<file path="config.mk">
export PLATFORM = sky130hd
export DESIGN_NAME = game_io_bridge
export DESIGN_NICKNAME = d
export VERILOG_FILES = /design/src/rtl/game_io_pkg.sv /design/src/rtl/game_io_bridge_irq_ctrl.sv /design/src/rtl/game_io_bridge.sv
export SDC_FILE = /design/constraint.sdc
export NUM_CORES = 1
export LEC_CHECK = 0
export ABC_AREA = 1
export BUFFER_PORTS_ARGS = -buffer_cell sky130_fd_sc_hd__buf_2
export CORE_MARGIN = 4
export CORE_UTILIZATION = 43
export CTS_CLUSTER_SIZE = 24
export DETAILED_ROUTE_END_ITERATION = 10
export GPL_TIMING_DRIVEN = 0
export PLACE_DENSITY = 0.71
export SLEW_MARGIN = 20
export SYNTH_ARGS = -nofsm -noshare
export SYNTH_HDL_FRONTEND = slang
export SYNTH_SLANG_ARGS = --single-unit
</file>
<file path="constraint.sdc">
create_clock -name clk -period 7.15 [get_ports clk]
set_input_delay 0.3575 -clock clk [delete_from_list [all_inputs] [get_ports clk]]
set_output_delay 0.3575 -clock clk [all_outputs]
set_load 0.1 [all_outputs]
</file>
<file path="src/rtl/game_io_pkg.sv">
// Purpose : shared address map defaults, peripheral indices and map helpers for game_io_bridge.
// Latency : n/a (package only).
// Backpr. : n/a.
package game_io_pkg;

  // Default port_id map
  localparam logic [7:0] OUT_BASE_DFLT      = 8'h02;
  localparam logic [7:0] IN_BASE_DFLT       = 8'h20;
  localparam logic [7:0] IRQ_STAT_ADDR_DFLT = 8'h30;
  localparam logic [7:0] IRQ_MASK_ADDR_DFLT = 8'h31;

  // Output register indices
  localparam int OUT_LED    = 0;
  localparam int OUT_DIG3   = 1;
  localparam int OUT_DIG2   = 2;
  localparam int OUT_DIG1   = 3;
  localparam int OUT_DIG0   = 4;
  localparam int OUT_DP     = 5;
  localparam int OUT_MOTCTL = 7;

  // Input channel indices
  localparam int IN_BTNS    = 0;
  localparam int IN_SW      = 1;
  localparam int IN_LOCX    = 2;
  localparam int IN_LOCY    = 3;
  localparam int IN_BOTINFO = 4;
  localparam int IN_SENSORS = 5;
  localparam int IN_LMDIST  = 6;
  localparam int IN_RMDIST  = 7;

  // Interrupt source indices
  localparam int IRQ_UPD_SYSREGS = 0;
  localparam int IRQ_MSEC_TICK   = 1;

  // True when [a_base, a_base+a_len) and [b_base, b_base+b_len) intersect.
  function automatic bit ranges_overlap(input int a_base, input int a_len,
                                        input int b_base, input int b_len);
    return (a_base < b_base + b_len) && (b_base < a_base + a_len);
  endfunction

endpackage

</file>
<file path="src/rtl/game_io_bridge_irq_ctrl.sv">
// Purpose : maskable rising-edge interrupt controller with KCPSM6 interrupt/ack handshake.
// Latency : source edge -> pending 1 clk, pending&mask -> interrupt 1 clk; ack drops interrupt next clk.
// Backpr. : none; events are latched in pending until cleared by write-1-to-clear.
// Ports   : clk, reset, irq_src, clr (W1C bits), mask_we/mask_din, ack -> pending, mask, interrupt.
module irq_ctrl
  import game_io_pkg::*;
#(
  parameter int N_IRQ = 4
) (
  input  logic             clk,
  input  logic             reset,
  input  logic [N_IRQ-1:0] irq_src,
  input  logic [N_IRQ-1:0] clr,
  input  logic             mask_we,
  input  logic [N_IRQ-1:0] mask_din,
  input  logic             ack,
  output logic [N_IRQ-1:0] pending,
  output logic [N_IRQ-1:0] mask,
  output logic             interrupt
);

  logic [N_IRQ-1:0] src_q;
  logic [N_IRQ-1:0] rise;

  // src_q resets to 0, so a source already high at reset release counts as an edge.
  assign rise = irq_src & ~src_q;

  always_ff @(posedge clk or posedge reset) begin
    if (reset) begin
      src_q     <= '0;
      pending   <= '0;
      mask      <= '0;
      interrupt <= 1'b0;
    end else begin
      src_q   <= irq_src;
      // Set beats clear on the same bit so a coincident edge is never lost.
      pending <= (pending & ~clr) | rise;
      if (mask_we) begin
        mask <= mask_din;
      end
      // Ack wins for one cycle; the request is re-evaluated on the next.
      if (ack) begin
        interrupt <= 1'b0;
      end else begin
        interrupt <= |(pending & mask);
      end
    end
  end

endmodule

</file>
<file path="src/rtl/game_io_bridge.sv">
// Purpose : KCPSM6 port-mapped I/O bridge: output register bank, input read mux, interrupt controller.
// Latency : writes land on the strobe edge; in_port registered 1 clk after port_id.
// Backpr. : none; unmapped accesses are silently ignored and read as 8'h00.
// Ports   : KCPSM6 bus (port_id, out_port, strobes, in_port, interrupt, interrupt_ack),
//           in_regs (N_IN bytes), irq_src (N_IRQ), out_regs (N_OUT bytes).
module game_io_bridge
  import game_io_pkg::*;
#(
  parameter int         N_OUT         = 8,
  parameter int         N_IN          = 8,
  parameter int         N_IRQ         = 4,
  parameter logic [7:0] OUT_BASE      = OUT_BASE_DFLT,
  parameter logic [7:0] IN_BASE       = IN_BASE_DFLT,
  parameter logic [7:0] IRQ_STAT_ADDR = IRQ_STAT_ADDR_DFLT,
  parameter logic [7:0] IRQ_MASK_ADDR = IRQ_MASK_ADDR_DFLT
) (
  input  logic               clk,
  input  logic               reset,
  input  logic [7:0]         port_id,
  input  logic [7:0]         out_port,
  input  logic               write_strobe,
  input  logic               k_write_strobe,
  input  logic               read_strobe,
  output logic [7:0]         in_port,
  output logic               interrupt,
  input  logic               interrupt_ack,
  input  logic [N_IN*8-1:0]  in_regs,
  input  logic [N_IRQ-1:0]   irq_src,
  output logic [N_OUT*8-1:0] out_regs
);

  localparam int OB = int'(OUT_BASE);
  localparam int IB = int'(IN_BASE);
  localparam int SA = int'(IRQ_STAT_ADDR);
  localparam int MA = int'(IRQ_MASK_ADDR);

  // Elaboration-time sanity of the address map.
  if (N_OUT < 1 || N_OUT > 16 || N_IN < 1 || N_IN > 16 || N_IRQ < 1 || N_IRQ > 8) begin : g_size_error
    $error("game_io_bridge: N_OUT/N_IN must be 1..16 and N_IRQ 1..8");
  end
  if (ranges_overlap(OB, N_OUT, IB, N_IN) || ranges_overlap(OB, N_OUT, SA, 1) ||
      ranges_overlap(OB, N_OUT, MA, 1)    || ranges_overlap(IB, N_IN, SA, 1)   ||
      ranges_overlap(IB, N_IN, MA, 1)     || (SA == MA) ||
      (OB + N_OUT > 256) || (IB + N_IN > 256)) begin : g_map_error
    $error("game_io_bridge: address ranges overlap or exceed 8'hFF");
  end

  // read_strobe has no side effects; it is only carried for bus monitoring.
  logic unused_read_strobe;
  assign unused_read_strobe = read_strobe;

  // ---------------- write decode ----------------
  logic [7:0] wr_off;
  logic [7:0] k_addr;
  logic [7:0] k_off;
  logic       out_we;
  logic [7:0] out_we_off;

  // Offsets wrap modulo 256, so anything below the base lands far out of range.
  assign wr_off = port_id - OUT_BASE;
  assign k_addr = {OUT_BASE[7:4], port_id[3:0]};
  assign k_off  = k_addr - OUT_BASE;

  always_comb begin
    out_we     = 1'b0;
    out_we_off = wr_off;
    if (write_strobe) begin
      out_we = (wr_off < 8'(N_OUT));
    end else if (k_write_strobe) begin
      out_we     = (k_off < 8'(N_OUT));
      out_we_off = k_off;
    end
  end

  // ---------------- output bank ----------------
  logic [7:0] out_q [N_OUT];

  always_ff @(posedge clk or posedge reset) begin
    if (reset) begin
      for (int i = 0; i < N_OUT; i++) begin
        out_q[i] <= 8'h00;
      end
    end else if (out_we) begin
      for (int i = 0; i < N_OUT; i++) begin
        if (out_we_off == 8'(i)) begin
          out_q[i] <= out_port;
        end
      end
    end
  end

  for (genvar gi = 0; gi < N_OUT; gi++) begin : g_out
    assign out_regs[8*gi +: 8] = out_q[gi];
  end

  // ---------------- interrupt controller ----------------
  logic             stat_we;
  logic             mask_we;
  logic [N_IRQ-1:0] irq_clr;
  logic [N_IRQ-1:0] pending;
  logic [N_IRQ-1:0] mask;

  assign stat_we = write_strobe && (port_id == IRQ_STAT_ADDR);
  assign mask_we = write_strobe && (port_id == IRQ_MASK_ADDR);
  assign irq_clr = stat_we ? out_port[N_IRQ-1:0] : '0;

  irq_ctrl #(.N_IRQ(N_IRQ)) u_irq_ctrl (
    .clk       (clk),
    .reset     (reset),
    .irq_src   (irq_src),
    .clr       (irq_clr),
    .mask_we   (mask_we),
    .mask_din  (out_port[N_IRQ-1:0]),
    .ack       (interrupt_ack),
    .pending   (pending),
    .mask      (mask),
    .interrupt (interrupt)
  );

  // ---------------- read mux ----------------
  logic [7:0] rd_out_off;
  logic [7:0] rd_in_off;
  logic [7:0] rd_dat;

  assign rd_out_off = port_id - OUT_BASE;
  assign rd_in_off  = port_id - IN_BASE;

  // Ranges are disjoint, so at most one branch matches.
  always_comb begin
    rd_dat = 8'h00;
    for (int i = 0; i < N_OUT; i++) begin
      if (rd_out_off == 8'(i)) begin
        rd_dat = out_q[i];
      end
    end
    for (int i = 0; i < N_IN; i++) begin
      if (rd_in_off == 8'(i)) begin
        rd_dat = in_regs[8*i +: 8];
      end
    end
    if (port_id == IRQ_STAT_ADDR) begin
      rd_dat = 8'(pending);
    end
    if (port_id == IRQ_MASK_ADDR) begin
      rd_dat = 8'(mask);
    end
  end

  always_ff @(posedge clk or posedge reset) begin
    if (reset) begin
      in_port <= 8'h00;
    end else begin
      in_port <= rd_dat;
    end
  end

endmodule

</file>
==> key figures, run 1 <==
Critical path
  • CP peak stage delay: roughly 0.26 ns
  • Crit. End Element: register
  • Highest net fanout along the worst path: 8
  • CP arrival: 2.82 ns
  • Most frequent cell on the critical path: nor2_1
  • WS Path Type: in2reg
  • CP max stage cell: ha_1
  • CP Cell Sequence: buf_2 > inv_1 > ha_1 > xnor2_1 > nand2_1 > nor2_2 > nand3_4 > or2_1 > nand2_1 > nand4_1 > nor2_1 > nand4_1 > nor2_1 > nand4_1 > nor2_1 > nor2_1
  • Worst Reg2Reg Path Length in Cells: 9
  • Setup crit start kind: primary input
  • R2R Setup Slk: 5.44 ns
  • Critical Path RT: 7.40 ns

Detailed routing
  • Via density: 5.275
  • WL per Instance: between 15 and 20 microns
  • Total Wirelength: between 15000 and 20000 microns
  • Routed vias: 4874
  • Pre-antenna DRT Iters: 5
  • 1st-iter DRT viols: 403
  • # DRC: 0
  • Final ANT Viol Nets: 0

Synth
  • Largest family of logic cells by synthesized area: simple AND/OR/NAND/NOR gates
  • Syn_nets: around 700
  • Post-synthesis compound-gate area fraction: 0.09950
  • Top cells by area, synth: dfrtp_1 (47%), nand2_1 (16%), o21ai_0 (9.3%), inv_1 (5.8%), nand4_1 (5.8%)
  • Yosys top cell by area: dfrtp_1
  • Sequential share of the synthesized area: 0.4686
  • Synth Area in Simple Gates: 0.3404
  • Post-synth EDFFs: 0
  • Synth Warn #: 0
  • Post-Synth Adder-Cell Area: 0.008269
  • Multiplexer share of the synthesized area: 0
  • Post-synth top flop: dfrtp_1
  • Post-Syn Area: about 0.0045 sq mm
  • Syn_area_per_cell: 7.442 sq um
  • Mapped Cells: 610
  • Yosys top cell area share: 0.4686
  • Seq cells post-synth: 85
  • Distinct cells, synth: 30
  • Synth async-reset ratio: 1.000
  • Most frequent cell after synthesis: nand2_1
  • Top cells by count, synth: nand2_1 (191), dfrtp_1 (85), o21ai_0 (84), inv_1 (70), nor2_1 (65)
  • Post-synthesis xor/xnor area fraction: 0.003859

Die
  • Rows: 37
  • IO Pins: 163
  • Total core area: between 0.01 and 0.015 sq mm
  • DIE WIDTH: 110.7 microns
  • Die Height: 110.7 microns
  • Initial Utilization: 0.4397
  • Full die area: around 0.012 sq mm

STA
  • Worst hold slack: 0.02883 ns
  • Pins over their slew limit: 0
  • Final period utilization: 0.3593
  • Worst Skew: 0.01318 ns
  • Crit path time final: 2.569 ns
  • Fmax: 389.3 MHz
  • Slew @ Worst Pin: about 0.67 ns
  • Hold Violations, Final: 0
  • Setup violations, final: 0
  • RSZ-0062 raised after global routing: no
  • Setup TNS: 0 ns
  • Slew headroom: 0.5530

GRT
  • Vias in the first global route: 4769
  • Global-route wire length before repair: about 25000 microns
  • Gr ovfl total: 0
  • Largest net degree at the start of global routing: 48
  • GRT Total Usage: 0.2506
  • Initial antenna violation count: 0

CTS
  • Hold buffer count at CTS: 0
  • Root buffer cell: clkbuf_8
  • CTS tree: yes
  • Total CTS buffers: 9
  • Post-CTS sizing: 0
  • Worst skew pair latency: 0.37 ns
  • Post-CTS Setup Repair Bufs: 0
  • Clock sink count: 85
  • Clock buffer depth: 2
  • Worst-path clk slew: 0.10 ns
  • H-tree depth: 3

Finish
  • FILL cells: 1006
  • Synth-to-Final Area Change: 27.15%
  • Antenna cells: 0
  • Final #Nets: 876
  • Final instance area: 0.005772 sq mm
  • Layout cells sized above 1: 0.2602
  • Non-filler instance count after layout: 924

Place
  • Post-detail-place hpwl: between 10000 and 15000 microns
  • Post-place instance area: 0.005545 sq mm
  • Port Buffer Count: approximately 160
  • Placed Cells incl. Taps: 908
  • Routability cong.: 0.9508

Flow run
  • Max-cap violations: 0

Pwr
  • Pwr/cell area: approximately 360 mW/mm^2
  • Max VDD drop: around 320 uV
  • Leakage: 3.031 nW

Status
  • Status: finished, final reports clean

Hold path
  • Hold Path Class: in2async
-- placed cells by master (no fill, tap or decap), types with 2 or more instances in the layout --
cell / count
or2_1: 3
clkbuf_1: 8
o21ai_0: 84
nand4_1: 42
or2_0: 3
nand3_4: 2
nand2_2: 3
clkbuf_8: 9
nand2_1: 191
nor2_2: 4
inv_1: 69
nor2_1: 65
clkinvlp_4: 2
xnor2_1: 2
bufinv_16: 2
inv_4: 2
inv_2: 2
nor2_4: 2
ha_1: 3
buf_2: 162
nor3_1: 8
dfrtp_1: 85
nand3_1: 17
or2_2: 2
buf_6: 3
-- power breakdown --
group	internal (mW)	switching, mW	total, mW	leakage (nW)
clock network	0.198	0.183	0.380	0.106
logic	0.136	0.868	1.00	1.83
registers	0.579	0.0863	0.665	1.09
total	0.912	1.14	2.05	3.03
-- per-stage QoR --
step / utilization / power (mW) / worst slack, ns
after floorplan: - / 1.480 / 4.599
after global placement: 0.5342 / 1.664 / 3.623
after detailed placement: 0.5371 / 1.678 / 4.274
after CTS: 0.5586 / 2.056 / 4.646
after global routing: 0.5591 / 2.123 / 4.317
final: 0.5591 / 2.049 / 4.581
-- state kept, by name, summed over array words and instances (netlist names) --
signal and count:
u_irq_ctrl.mask 4, u_irq_ctrl.pending 4, u_irq_ctrl.src_q 4, out_regs 64, in_port 8, u_irq_ctrl.interrupt 1
-- cell type report --
class                   instances  area, sq um  area share
well taps                     136        170.2     0.02948
inverters                      73        279.0     0.04834
clock buffers                   9        123.9     0.02146
repair buffers                162        833.3      0.1444
flip-flops and latches         85         2127      0.3685
clock inverters                 7        97.59     0.01691
plain buffers                  13        83.83     0.01452
multi-input cells             439         2057      0.3564
-- layer usage --
layer	part of all wire	up-vias	track usage
met4	0.034	0	0.1100
met2	0.47	241	0.4037
li1	-	2320	-
met3	0.086	37	0.04913
met1	0.41	2276	0.3282
met5	0	-	0
-- path summary, 6_finish.rpt --
kind,start,end
setup / recovery,port_id[1],in_port[5]$_DFF_PP0_
hold reg to reg,u_irq_ctrl.src_q[2]$_DFF_PP0_,u_irq_ctrl.pending[2]$_DFF_PP0_
max in group asynchronous,reset,out_regs[42]$_DFFE_PP0P_
min in group clk,irq_src[2],u_irq_ctrl.src_q[2]$_DFF_PP0_
hold / removal,reset,out_regs[47]$_DFFE_PP0P_
setup reg to reg,out_regs[21]$_DFFE_PP0P_,in_port[5]$_DFF_PP0_
-- cells by family after synthesis --
logic type               count (synthesis)
flip-flops                              85
XOR/XNOR                                 2
AND/OR/NAND/NOR                        347
adder cells (fa/ha/maj)                  3
AO/OA/AOI/OAI                           87
buffers and inverters                   86
-- critical path, delay by kind of cell --
kind	cells	cell delay, ns
xor gates and xnor gates	1	0.23
adders and majority gates	1	0.26
and+or+nand+nor	12	1.77
buffers and inverters	2	0.19
Note: power is estimated with default switching activity, not from simulation.
==> run 2: changes to the inputs <==
- clock period: 7.15 -> 2.7 ns (I/O delays scaled with it)
==> key figures, run 2 (synthesized netlist as in run 1, its figures left out) <==
Status
  • Status: finished, final reports clean

Critical path
  • Setup crit start kind: primary input
  • Critical Path RT: 2.95 ns (-4.45 ns)
  • Worst reg2reg startpoint: out_regs[21]$_DFFE_PP0P_
  • Worst Reg2Reg Path Length in Cells: 9 (unchanged)
  • CP Cell Sequence: buf_2 > inv_1 > ha_1 > xnor2_1 > nand2_1 > nor2_2 > nand3_4 > or2_1 > nand2_1 > nand4_1 > nor2_1 > nand4_1 > nor2_1 > nand4_1 > nor2_1 > nor2_1
  • CP max stage cell: nor2_2
  • CP peak stage delay: 0.26 ns (about the same)
  • R2R Setup Slk: 0.97 ns (-4.47 ns)
  • WS Path Type: in2reg
  • Most frequent cell on the critical path: nor2_1
  • Crit. End Element: register
  • Critical R2R Capture: in_port[5]$_DFF_PP0_
  • Highest net fanout along the worst path: 8 (unchanged)
  • CP arrival: 2.63 ns (-0.19 ns)

GRT
  • Initial antenna violation count: 0 (unchanged)
  • Largest net degree at the start of global routing: 48 (unchanged)
  • Vias in the first global route: 4778 (+0.19%)
  • Gr ovfl total: 0 (unchanged)
  • GRT Total Usage: 0.2515 (+0.0009278)
  • Global-route wire length before repair: 24850 microns (+0.39%)

Die
  • IO Pins: 163 (unchanged)
  • Die Height: 110.7 microns (unchanged)
  • Total core area: 0.01032 sq mm (unchanged)
  • Full die area: 0.01226 sq mm (unchanged)
  • Rows: 37 (unchanged)
  • DIE WIDTH: 110.7 microns (unchanged)
  • Initial Utilization: 0.4397 (unchanged)

STA
  • Slew @ Worst Pin: 0.6888 ns (+0.02348 ns)
  • Pins over their slew limit: 0 (unchanged)
  • Slew headroom: 0.5391 (-0.01394)
  • Worst Skew: 0.01143 ns (-0.001752 ns)
  • Fin worst setup slack: 0.3237 ns (-4.257 ns)
  • Setup TNS: 0 ns (unchanged)
  • Hold Violations, Final: 0 (unchanged)
  • RSZ-0062 raised after global routing: no
  • Final period utilization: 0.8801
  • Fmax: 420.8 MHz
  • Crit path time final: 2.376 ns
  • Setup violations, final: 0 (unchanged)

Flow run
  • Max-cap violations: 0 (unchanged)

Pwr
  • Pwr/cell area: 931.1 mW/mm^2 (+160%)
  • Total power: 5.430 mW (+160%)
  • Leakage: 3.056 nW (+0.83%)
  • Max VDD drop: 839.7 uV (+160%)

Finish
  • Final #Nets: 882 (+0.68%)
  • Most frequent cells in the layout: nand2_1 (191), buf_2 (162), dfrtp_1 (85), o21ai_0 (84), inv_1 (69)
  • Max reg flops: 64 (unchanged)
  • Layout cells sized above 1: 0.2582 (-0.001966)
  • Fin util: 0.5649 (+0.005817)
  • Seq. cell area: 0.002127 sq mm (unchanged)
  • FILL cells: 1002 (-0.40%)
  • Commonest non-fill, non-tap cell in the layout: nand2_1
  • Synth-to-Final Area Change: 28.47%
  • Multi-input logic area: 0.002057 sq mm (unchanged)
  • Non-filler instance count after layout: 930 (+0.65%)
  • Antenna cells: 0 (unchanged)

CTS
  • H-tree depth: 3 (unchanged)
  • Post-CTS sizing: 0 (unchanged)
  • Hold buffer count at CTS: 6 (+6)
  • Worst-path clk slew: 0.09 ns (about the same)
  • Total CTS buffers: 9 (unchanged)
  • Clock buffer depth: 2 (unchanged)
  • Worst skew pair latency: 0.37 ns (about the same)
  • CTS tree: yes
  • Post-CTS Setup Repair Bufs: 0 (unchanged)
  • Clock sink count: 85 (unchanged)
  • Root buffer cell: clkbuf_8

Hold path
  • Hold Path Sink: in_port[7]$_DFF_PP0_
  • Worst Hold Launch: in_regs[63]
  • Hold Path Class: in2reg
  • Hold path cells: 3

Detailed routing
  • Final ANT Viol Nets: 0 (unchanged)
  • WL per Instance: 16.69 microns (-0.56%)
  • # DRC: 0 (unchanged)
  • Via density: 5.259 (-0.30%)
  • 1st-iter DRT viols: 442 (+9.7%)
  • Total Wirelength: 15520 microns (about the same)
  • Pre-antenna DRT Iters: 5 (unchanged)
  • Routed vias: 4891 (+0.35%)

Place
  • Placed Cells incl. Taps: 908 (unchanged)
  • Port Buffer Count: 161 (unchanged)
  • Dpl ws: 0.04663 ns (-4.227 ns)
  • Routability cong.: 0.9508 (unchanged)
  • Post-detail-place hpwl: 12010 microns (unchanged)
==> run 2: cell count changes in the layout (fill, tap and decap cells not counted), sizes merged <==
| cell | change |
|---|---|
| dlygate4sd3 | +6 |
==> run 2: how the worst max path moves through the flow <==
stage / startpoint / to / slack, ns / depth (start not counted)
after floorplan: reset / in_port[0]$_DFF_PP0_ / 0.37 / 1
after global placement: reset / out_regs[14]$_DFFE_PP0P_ / -0.60 / 2
after detailed placement: port_id[1] / in_port[5]$_DFF_PP0_ / 0.05 / 16
after CTS: port_id[1] / in_port[5]$_DFF_PP0_ / 0.42 / 16
after global routing: port_id[1] / in_port[5]$_DFF_PP0_ / 0.09 / 16
final: port_id[1] / in_port[5]$_DFF_PP0_ / 0.32 / 16
==> run 2: metal layers <==
metal,GRT usage,part of all wire
met5,0,0
met4,0.1076,0.032
met3,0.04858,0.083
met2,0.4066,0.48
met1,0.3300,0.41
==> run 2: layout make-up <==
| type | instances | share of cell area |
|---|---|---|
| multi-input combinational | 439 | 0.3527 |
| tap | 136 | 0.02918 |
| inverter | 73 | 0.04784 |
| timing repair buffer | 168 | 0.1532 |
| sequential | 85 | 0.3647 |
| clock buffer | 9 | 0.02124 |
| buffer | 13 | 0.01437 |
| clock inverter | 7 | 0.01673 |
==> run 2: through the flow <==
step,cell area (sq um),hold WS (ns)
floorplan,4539,0.1664
global placement,5515,0.2688
detailed placement,5545,0.2158
CTS,5827,0.01006
global route,5832,0.03477
finish,5832,0.01822
==> run 2: worst max-delay path: cells and delay by family <==
family / cells / cell delay [ns]
XOR/XNOR: 1 / 0.23
adder cells (fa/ha/maj): 1 / 0.25
buffers and inverters: 2 / 0.19
AND/OR/NAND/NOR: 12 / 1.81
==> run 2: where the power goes <==
group / leakage (nW) / internal, mW / total [mW] / switching (mW)
clock network: 0.106 / 0.524 / 1.01 / 0.482
registers: 1.09 / 1.53 / 1.76 / 0.227
logic: 1.86 / 0.365 / 2.66 / 2.30
